==> src/rtl/vram_cmd_writer_pkg.sv <==
// Shared definitions for the VRAM command writer.
//   MODE_*        : command bytes that select the parser mode
//   parse_state_t : command parser state encoding
package vram_cmd_pkg;

  localparam logic [7:0] MODE_DATA = 8'h01;
  localparam logic [7:0] MODE_ADDR = 8'h02;
  localparam logic [7:0] MODE_FILL = 8'h03;

  typedef enum logic [3:0] {
    ST_MODE,
    ST_DATA,
    ST_ADDR_LO,
    ST_ADDR_HI,
    ST_FILL_VAL,
    ST_FILL_CLO,
    ST_FILL_CHI,
    ST_FILL_RUN,
    ST_IGNORE
  } parse_state_t;

endpackage

==> src/rtl/vram_cmd_writer_if.sv <==
// Byte-stream input and VRAM write request bus of the command writer.
//   in_valid/in_data/in_frame_end/in_ready : decoded byte stream with backpressure
//   wr_req/wr_addr/wr_data/wr_ack          : FWFT write queue head offered to the arbiter
// slave = the command writer, master = decoder/arbiter side.
interface vram_cmd_writer_if #(
  parameter int ADDR_W = 16,
  parameter int DATA_W = 8
);
  logic              in_valid;
  logic [DATA_W-1:0] in_data;
  logic              in_frame_end;
  logic              in_ready;
  logic              wr_req;
  logic [ADDR_W-1:0] wr_addr;
  logic [DATA_W-1:0] wr_data;
  logic              wr_ack;

  modport master (
    output in_valid, in_data, in_frame_end, wr_ack,
    input  in_ready, wr_req, wr_addr, wr_data
  );

  modport slave (
    input  in_valid, in_data, in_frame_end, wr_ack,
    output in_ready, wr_req, wr_addr, wr_data
  );
endinterface

==> src/rtl/vram_cmd_writer_wr_fifo.sv <==
// Synchronous first-word-fall-through write queue.
//   clk, reset_n : clock, asynchronous active-low reset
//   push/push_data : write an entry on the edge (ignored when full)
//   pop/pop_data   : pop_data is the current head; pop removes it (ignored when empty)
//   full/empty     : status derived from pointer registers
module vram_wr_fifo #(
  parameter int WIDTH = 24,
  parameter int DEPTH = 4
) (
  input  logic             clk,
  input  logic             reset_n,
  input  logic             push,
  input  logic [WIDTH-1:0] push_data,
  input  logic             pop,
  output logic [WIDTH-1:0] pop_data,
  output logic             full,
  output logic             empty
);

  localparam int AW = $clog2(DEPTH);
  localparam logic [AW:0] PTR_ONE = {{AW{1'b0}}, 1'b1};

  logic [WIDTH-1:0] mem [DEPTH];
  // Pointers carry one extra wrap bit to tell full from empty.
  logic [AW:0] wptr;
  logic [AW:0] rptr;

  assign empty    = (wptr == rptr);
  assign full     = (wptr[AW] != rptr[AW]) && (wptr[AW-1:0] == rptr[AW-1:0]);
  assign pop_data = mem[rptr[AW-1:0]];

  always_ff @(posedge clk or negedge reset_n) begin
    if (!reset_n) begin
      wptr <= '0;
      rptr <= '0;
      // Cleared so the head reads zero out of reset.
      for (int unsigned i = 0; i < DEPTH; i++) mem[i] <= '0;
    end else begin
      if (push && !full) begin
        mem[wptr[AW-1:0]] <= push_data;
        wptr              <= wptr + PTR_ONE;
      end
      if (pop && !empty) rptr <= rptr + PTR_ONE;
    end
  end

endmodule

==> src/rtl/vram_cmd_writer.sv <==
// VRAM command writer: parses decoded command bytes (data, address, fill),
// keeps an auto-incrementing VRAM address and queues {addr,data} writes
// for the SDRAM arbiter, backpressuring the decoder when the queue is full.
//   clk, reset_n : clock, asynchronous active-low reset
//   bus          : byte input and write request bus (slave side)
//   cur_addr     : current write pointer (status)
module vram_cmd_writer
  import vram_cmd_pkg::*;
#(
  parameter int ADDR_W     = 16,
  parameter int DATA_W     = 8,
  parameter int FIFO_DEPTH = 4
) (
  input  logic                clk,
  input  logic                reset_n,
  vram_cmd_writer_if.slave    bus,
  output logic [ADDR_W-1:0]   cur_addr
);

  localparam logic [ADDR_W-1:0] ADDR_ONE = {{(ADDR_W-1){1'b0}}, 1'b1};

  parse_state_t       state;
  logic [15:0]        cnt;
  logic [DATA_W-1:0]  fill_val;

  logic                     fifo_full;
  logic                     fifo_empty;
  logic                     push;
  logic [ADDR_W+DATA_W-1:0] push_data;
  logic [ADDR_W+DATA_W-1:0] head;
  logic                     accept;
  logic                     fill_go;

  assign bus.in_ready = !fifo_full && (state != ST_FILL_RUN);
  // A byte arriving together with the frame delimiter is discarded.
  assign accept  = bus.in_valid && bus.in_ready && !bus.in_frame_end;
  assign fill_go = (state == ST_FILL_RUN) && !fifo_full && !bus.in_frame_end;

  always_comb begin
    push      = 1'b0;
    push_data = {cur_addr, bus.in_data};
    if (state == ST_DATA && accept) begin
      push = 1'b1;
    end else if (fill_go) begin
      push      = 1'b1;
      push_data = {cur_addr, fill_val};
    end
  end

  vram_wr_fifo #(
    .WIDTH(ADDR_W + DATA_W),
    .DEPTH(FIFO_DEPTH)
  ) u_fifo (
    .clk      (clk),
    .reset_n  (reset_n),
    .push     (push),
    .push_data(push_data),
    .pop      (bus.wr_ack),
    .pop_data (head),
    .full     (fifo_full),
    .empty    (fifo_empty)
  );

  assign bus.wr_req = !fifo_empty;
  assign {bus.wr_addr, bus.wr_data} = head;

  always_ff @(posedge clk or negedge reset_n) begin
    if (!reset_n) begin
      state    <= ST_MODE;
      cur_addr <= '0;
      cnt      <= '0;
      fill_val <= '0;
    end else if (bus.in_frame_end) begin
      state <= ST_MODE;
    end else begin
      case (state)
        ST_MODE: if (accept) begin
          case (bus.in_data)
            MODE_DATA: state <= ST_DATA;
            MODE_ADDR: state <= ST_ADDR_LO;
            MODE_FILL: state <= ST_FILL_VAL;
            default:   state <= ST_IGNORE;
          endcase
        end
        ST_DATA: if (accept) cur_addr <= cur_addr + ADDR_ONE;
        ST_ADDR_LO: if (accept) begin
          cur_addr[7:0] <= bus.in_data;
          state         <= ST_ADDR_HI;
        end
        ST_ADDR_HI: if (accept) begin
          cur_addr[15:8] <= bus.in_data;
          state          <= ST_MODE;
        end
        ST_FILL_VAL: if (accept) begin
          fill_val <= bus.in_data;
          state    <= ST_FILL_CLO;
        end
        ST_FILL_CLO: if (accept) begin
          cnt[7:0] <= bus.in_data;
          state    <= ST_FILL_CHI;
        end
        ST_FILL_CHI: if (accept) begin
          cnt[15:8] <= bus.in_data;
          state     <= ({bus.in_data, cnt[7:0]} == 16'h0000) ? ST_MODE : ST_FILL_RUN;
        end
        ST_FILL_RUN: if (fill_go) begin
          cur_addr <= cur_addr + ADDR_ONE;
          cnt      <= cnt - 16'd1;
          if (cnt == 16'd1) state <= ST_MODE;
        end
        ST_IGNORE: state <= ST_IGNORE;
        default:   state <= ST_MODE;
      endcase
    end
  end

endmodule

==> src/flat_wrapper.sv <==
// flat-port wrapper written by rule: the top's interface ports become plain ports
module vram_cmd_writer_flat import vram_cmd_pkg::*;
#(
  parameter int ADDR_W     = 16,
  parameter int DATA_W     = 8,
  parameter int FIFO_DEPTH = 4
)
  (clk, reset_n, cur_addr, bus_in_valid, bus_in_data, bus_in_frame_end, bus_wr_ack, bus_in_ready, bus_wr_req, bus_wr_addr, bus_wr_data);
  vram_cmd_writer_if #(.ADDR_W(ADDR_W), .DATA_W(DATA_W)) bus_i ();
  input  logic clk;
  input  logic reset_n;
  output logic [ADDR_W-1:0] cur_addr;
  input wire logic [$bits(bus_i.in_valid)-1:0] bus_in_valid;
  input wire logic [$bits(bus_i.in_data)-1:0] bus_in_data;
  input wire logic [$bits(bus_i.in_frame_end)-1:0] bus_in_frame_end;
  input wire logic [$bits(bus_i.wr_ack)-1:0] bus_wr_ack;
  output wire logic [$bits(bus_i.in_ready)-1:0] bus_in_ready;
  output wire logic [$bits(bus_i.wr_req)-1:0] bus_wr_req;
  output wire logic [$bits(bus_i.wr_addr)-1:0] bus_wr_addr;
  output wire logic [$bits(bus_i.wr_data)-1:0] bus_wr_data;
  assign bus_i.in_valid = bus_in_valid;
  assign bus_i.in_data = bus_in_data;
  assign bus_i.in_frame_end = bus_in_frame_end;
  assign bus_i.wr_ack = bus_wr_ack;
  assign bus_in_ready = bus_i.in_ready;
  assign bus_wr_req = bus_i.wr_req;
  assign bus_wr_addr = bus_i.wr_addr;
  assign bus_wr_data = bus_i.wr_data;
  vram_cmd_writer #(.ADDR_W(ADDR_W), .DATA_W(DATA_W), .FIFO_DEPTH(FIFO_DEPTH)) u_core (.clk(clk), .reset_n(reset_n), .bus(bus_i), .cur_addr(cur_addr));
endmodule
==> config.mk <==
export PLATFORM = sky130hd
export DESIGN_NAME = vram_cmd_writer_flat
export DESIGN_NICKNAME = d
export VERILOG_FILES = /design/src/rtl/vram_cmd_writer_pkg.sv /design/src/rtl/vram_cmd_writer_if.sv /design/src/rtl/vram_cmd_writer_wr_fifo.sv /design/src/rtl/vram_cmd_writer.sv /design/src/flat_wrapper.sv
export SDC_FILE = /design/constraint.sdc
export NUM_CORES = 1
export LEC_CHECK = 0
export CAP_MARGIN = 30
export CORE_MARGIN = 2
export CORE_UTILIZATION = 50
export DETAILED_ROUTE_END_ITERATION = 8
export PLACE_DENSITY = 0.82
export SYNTH_ARGS = -nofsm -noshare
export SYNTH_HDL_FRONTEND = slang
export SYNTH_SLANG_ARGS = --single-unit
==> constraint.sdc <==
create_clock -name clk -period 2.6 [get_ports clk]
set_input_delay 0.52 -clock clk [delete_from_list [all_inputs] [get_ports clk]]
set_output_delay 0.52 -clock clk [all_outputs]
set_load 0.01 [all_outputs]
Word level (Yosys, flattened, before mapping). Index checks and enable logic that the tools add are counted.

Register bits after elaboration: 146. Input bits: 13. Output and inout bits: 42. Logic and storage cells: 108.

$add $sub $neg: 4. Magnitude comparators: 3. Eq/ne operators: 31. Muxes and demuxes: 30. Bitwise logic cells: 3. Reduce and logical (&&, ||, !) cells: 25.

Operators with widths (number): $bwmux W96 (1); $mux W24 (3); $bmux W24 S2 (1); $demux W24 S2 (1); $mux W16 (3); $pmux W8 S3 (2); $mux W4 (9); $pmux W4 S9 (1); $pmux W8 S2 (2); $mux W8 (3); $ne A3 B2 Y1 const B (7); $add A16 B1 Y16 const B (1); $eq A16 B1 Y1 const B (1); $eq A4 B3 Y1 const B (4); $eq A8 B2 Y1 const B (2); $logic_not A16 Y1 (1); $sub A16 B1 Y16 const B (1); $ne A2 B1 Y1 const B (6); $pmux W4 S3 (1); $logic_and A1 B1 Y1 (10); $reduce_and A5 Y1 (2); $reduce_and A9 Y1 (1); $eq A4 B2 Y1 const B (2); $eq A8 B1 Y1 const B (1); 21 further kinds (30).

Longest topological paths before layout.
Depth after elaboration: 9. Mapped depth: 8. Gate-level depth less buffers: 7.

By module. From an unflattened synthesis, not the netlist that was laid out.

Cells, all modules: 628. Area, all modules: 7952.6 µm².

Modules (own cells, without submodules): vram_wr_fifo (instances 1, cells each 276, area an instance 4986.0 µm², sequential area each 2552.4 µm²); vram_cmd_writer (instances 1, cells each 352, area an instance 2966.6 µm², sequential area each 1101.1 µm²).

Least setup slack after synthesis. No wires, ideal clock.

Path kind: input to register. From: input bus_in_frame_end. To: register u_core.u_fifo.mem[24] (netlist name). Library setup time: 0.125 ns. Data arrival time: 2.141 ns. Required time: 2.475 ns. Path slack: 0.334 ns. Stages: 8. Buffers on the path: 3. Cells stage by stage: buf_2 > nor4b_4 > o21ai_2 > a2111oi_4 > buf_6 > nand3_4 > buf_6 > mux2_4.

Longest elaborated chain between the ends: 5. Elaborated cells between the ends (all ways): 10. Classes of those cells: 5 x mux; 5 x reduce/logical.

RTL lines: from (decl) (RTL line flat_wrapper.sv:15) `input wire logic [$bits(bus_i.in_frame_end)-1:0] bus_in_frame_end;`; $logic_not A1 Y1 (*) (RTL line vram_cmd_writer.sv:36, vram_cmd_writer.sv:37); $logic_and A1 B1 Y1 (on tied branches) (RTL line vram_cmd_writer.sv:37, vram_cmd_writer.sv:36); $mux W8 (tied with other cells) (RTL line vram_cmd_writer.sv:44) `end else if (fill_go) begin`; $mux W8 / $mux W1 (equally long branches) (RTL line vram_cmd_writer.sv:42) `if (state == ST_DATA && accept) begin`; $bwmux W96 / $logic_and A1 B1 Y1 (equally long branches) (RTL line vram_cmd_writer_wr_fifo.sv:40, vram_cmd_writer_wr_fifo.sv:39); to (signal, indexed assignment) (RTL line vram_cmd_writer_wr_fifo.sv:40) `mem[wptr[AW-1:0]] <= push_data;`; to (decl) (RTL line vram_cmd_writer_wr_fifo.sv:23) `logic [WIDTH-1:0] mem [DEPTH];`.

Every way passes the cells marked *; elsewhere a longest branch is shown, timed or not. A chain may end at the register's enable or synchronous reset.

Worst setup path after layout.
From: register u_core.u_fifo.rptr[0]. To: output bus_wr_addr[8].

Longest elaborated chain between the ends: 4.

RTL lines: from (decl) (RTL line vram_cmd_writer_wr_fifo.sv:26) `logic [AW:0] rptr;`; from (signal assigned) (RTL line vram_cmd_writer_wr_fifo.sv:43) `if (pop && !empty) rptr <= rptr + PTR_ONE;`; $not A2 Y3 (not written as such) (RTL line vram_cmd_writer_wr_fifo.sv:30) `assign pop_data = mem[rptr[AW-1:0]];`; $bmux W24 S2 (RTL line vram_cmd_writer_wr_fifo.sv:30); $mux W24 (not written as such) (2 in a row) (RTL line vram_cmd_writer_wr_fifo.sv:30); to (decl) (RTL line flat_wrapper.sv:19) `output wire logic [$bits(bus_i.wr_addr)-1:0] bus_wr_addr;`.

Every way passes these cells. The select of a mux whose other input is x is not followed.

==> reports/metrics.csv <==
stage,metric,value,unit
logic_synthesis,synthesized instance count,620,
power,sw power,1.601,mW
power,Reg power frac,0.411,
cts,Clock Latency Late Sink,0.43,ns
cts,CTS Hold Bufs,0,
logic_synthesis,Mean Syn Cell Area,12.43,um2
power,switching part of the total,0.2707,
global_routing,first-pass GRT wire length,29340,um
global_routing,met2 Use GR,0.3904,
logic_synthesis,Yosys top cell by area,dfrtp_1,
logic_synthesis,synthesis warning total,0,
worst_setup_path,CP Data Required Time,2.08,ns
sta,final hold vios,0,
floorplanning,die height,128.1,um
power,"IR drop worst, VDD",0.0003797,V
detailed_routing,Post-route DRC,0,
global_routing,Top Usage Layer GRT,met2,
cts,CTS tree,yes,
worst_setup_path,CP arrival,2.04,ns
global_routing,met1 usage,0.2910,
worst_setup_path,worst-path maximum fanout,8,
global_routing,met3 GRT Util,0.04967,
logic_synthesis,Post-synth EDFFs,0,
placement,placed cell count,847,
logic_synthesis,synthesized cell area,7704,um2
finish,Final Non-Filler Cells,882,
status,outcome,"complete, no violations",
run,max_cap viols,0,
floorplanning,IO Pins,55,
power,Internal,4.314,mW
sta,RSZ-0062 raised after global routing,yes,
detailed_routing,drt pass-1 iters,5,
power,Logic pwr share,0.163,
floorplanning,row count,45,
power,leak pwr,4.624,nW
logic_synthesis,register area share after synthesis,0.4743,
floorplanning,Die Area,16420,um2
worst_setup_path,Setup crit end kind,primary output,
finish,fin util,0.6099,
global_routing,vias in the first global route,5567,
cts,root buf cell,clkbuf_16,
worst_setup_path,worst setup path startpoint,u_core.u_fifo.rptr[0]$_DFFE_PN0P_,
floorplanning,core area,15150,um2
finish,Area Overhead vs Synth,19.91,%
detailed_routing,Initial DRC Count,573,
finish,layout cell share with drive strength beyond 1,0.3372,
cts,maximum clock path buffer count,2,
logic_synthesis,ys flop type,dfrtp_1,
power,clock network fraction of total power,0.426,
cts,clk slew on worst S/H paths,0.06,ns
logic_synthesis,syn_nets,642,
detailed_routing,"antenna viol nets, final",0,
detailed_routing,Post-Route WL,18350,um
global_routing,total track usage,0.2312,
sta,Final Slew Violations,0,
sta,Worst Skew,0.01400,ns
finish,Antenna diodes,0,
finish,NumNets Final,703,
logic_synthesis,Seq cells post-synth,146,
hold_path,Hold Crit Class,in -> async,
global_routing,initial antenna violation count,0,
global_routing,largest net degree at the start of global routing,55,
logic_synthesis,Async SR Flop Fraction,1.000,
placement,placed cell area,8561,um2
detailed_routing,WL per Instance,20.81,um
power,power density cells,640.4,nW/um2
finish,Finished Cell Area,9238,um2
worst_setup_path,reg2reg start,u_core.u_fifo.rptr[0]$_DFFE_PN0P_,
sta,setup violators final,0,
cts,H-tree Lvls,4,
detailed_routing,total number of vias,5477,
worst_setup_path,critical path class,reg -> out,
sta,minimum clock period,2.561,ns
logic_synthesis,leading post-synthesis cells by cell area,"dfrtp_1 47%, mux2_2 11%, mux2_4 7.8%",
sta,Max Freq,390.5,MHz
logic_synthesis,Yosys top cell area share,0.4743,
worst_setup_path,Critical Path Source Type,flop,
logic_synthesis,number of distinct library cells after synthesis,60,
sta,Rel. slew slack,0.4918,
floorplanning,initial core utilization,0.5086,
placement,port buffer count,54,
cts,Clock Sinks,146,
sta,worst-margin pin slew,0.7553,ns
global_routing,grt total ovfl,0,
placement,DP Wirelength,12170,um
power,total power,5.915,mW
cts,Inserted Clock Buffers,17,
floorplanning,Die X,128.1,um
detailed_routing,vias per cell,6.210,
placement,GP Congestion,0.8509,
sta,final worst-path cycle share,0.9849,
through the flow:
stage	setup slack (ns)	hold slack (ns)	TNS (ns)
2_1_floorplan	0.3341	0.2244	0
4_1_cts	0.0007194	0.06362	0
5_1_grt	-0.02378	0.08721	-0.03609
3_3_place_gp	0.02433	0.4620	0
3_5_place_dp	-0.01809	0.4799	-0.3482
6_report	0.03914	0.04757	0
cell usage after synthesis, types with 3 or more instances:
library cell and n:
dfrtp_1 146, mux2_2 74, mux2_4 40, nand2_1 32, nor2_1 32, a21oi_1 31, clkbuf_1 25, mux4_2 24
o21ai_0 22, buf_4 17, nand3_1 15, inv_1 11, nor3_1 11, o22ai_1 10, ha_1 9, a2bb2oi_1 7
a31oi_1 7, buf_2 7, o22a_1 7, a22oi_1 6, buf_6 6, nand4_1 6, xnor2_1 6, nor4_1 5
buf_1 4, mux2i_1 4, nand2b_1 4, nor2b_1 4, a41oi_1 3, and3_1 3
timing repair:
action / CTS / global route
resized for setup: 6 / 17
pin swaps: 0 / 0
setup buffers: 2 / 1
endpoints found under the setup margin: 23 / 19
logic make-up after synthesis:
logic type	after synthesis	share of synthesized area
multiplexers	142	0.2615
AND/OR/NAND/NOR	133	0.09323
adder cells (fa/ha/maj)	9	0.01462
buffers and inverters	70	0.04937
flip-flops	146	0.4743
XOR/XNOR	7	0.007959
AO/OA/AOI/OAI	113	0.09908
area by class of cell:
class                   instances  area [um2]
clock buffers                  20       466.7
clock inverters                12       146.4
fillers                      1078        5908
inverters                      11       41.29
multi-input cells             404        3670
flip-flops and latches        146        3655
well taps                     188       235.2
repair buffers                101        1023
power by group through the flow:
stage          combinational, mW  clock [mW]  sequential, mW
2_1_floorplan              0.609           0            2.42
3_3_place_gp               0.884           0            2.48
5_1_grt                     1.04        2.65            2.44
3_5_place_dp               0.910           0            2.49
6_report                   0.965        2.52            2.43
4_1_cts                    0.954        2.55            2.43
sequential cells by signal, indices dropped and copies added (netlist names):
| signal | count |
|---|---|
| u_core.state | 4 |
| u_core.u_fifo.wptr | 3 |
| u_core.fill_val | 8 |
| u_core.cnt | 16 |
| u_core.u_fifo.mem | 96 |
| u_core.u_fifo.rptr | 3 |
| u_core.cur_addr | 16 |
worst max-delay path: stages (launching register included):
cell and delay (ns):
dfrtp_2 0.43, buf_8 0.17, mux4_2 0.52, clkdlybuf4s50_1 0.49
routing by layer:
metal	part of all wire	vias to the layer above	wire [um]
met5	0	-	0
met2	0.51	222	9289
met1	0.41	2799	7553
met3	0.054	46	987
met4	0.028	0	523
li1	-	2410	-
final timing paths:
| path | to | slack, ns | depth (start not counted) |
|---|---|---|---|
| min in group clk | u_core.fill_val[0]$_DFFE_PN0P_ | 0.49 | 2 |
| max in group asynchronous | u_core.u_fifo.mem[78]$_DFFE_PN0P_ | 1.82 | 2 |
| hold / removal | u_core.u_fifo.mem[86]$_DFFE_PN0P_ | 0.05 | 1 |
| hold reg to reg | u_core.fill_val[0]$_DFFE_PN0P_ | 0.49 | 2 |
| setup reg to reg | u_core.cur_addr[11]$_DFFE_PN0P_ | 0.28 | 7 |
| setup / recovery | bus_wr_addr[8] | 0.04 | 3 |
layout by cell type (no fill, tap or decap), drive strengths merged, types with 5 or more instances in the layout:
| master | netlist | routed |
|---|---|---|
| a21oi | 31 | 31 |
| a22oi | 7 | 7 |
| a2bb2oi | 7 | 7 |
| a31oi | 7 | 7 |
| buf | 34 | 48 |
| clkbuf | 25 | 20 |
| clkdlybuf4s50 | 0 | 32 |
| clkinv | 0 | 5 |
| dfrtp | 146 | 146 |
| dlygate4sd2 | 0 | 5 |
| dlymetal6s2s | 0 | 16 |
| ha | 9 | 9 |
| inv | 11 | 15 |
| mux2 | 114 | 114 |
| mux4 | 24 | 24 |
| nand2 | 32 | 32 |
| nand3 | 19 | 19 |
| nand4 | 6 | 6 |
| nor2 | 32 | 32 |
| nor3 | 12 | 12 |
| nor4 | 5 | 5 |
| o21ai | 23 | 23 |
| o22a | 7 | 7 |
| o22ai | 10 | 10 |
| xnor2 | 6 | 6 |
(Power assumes the default switching activity.)
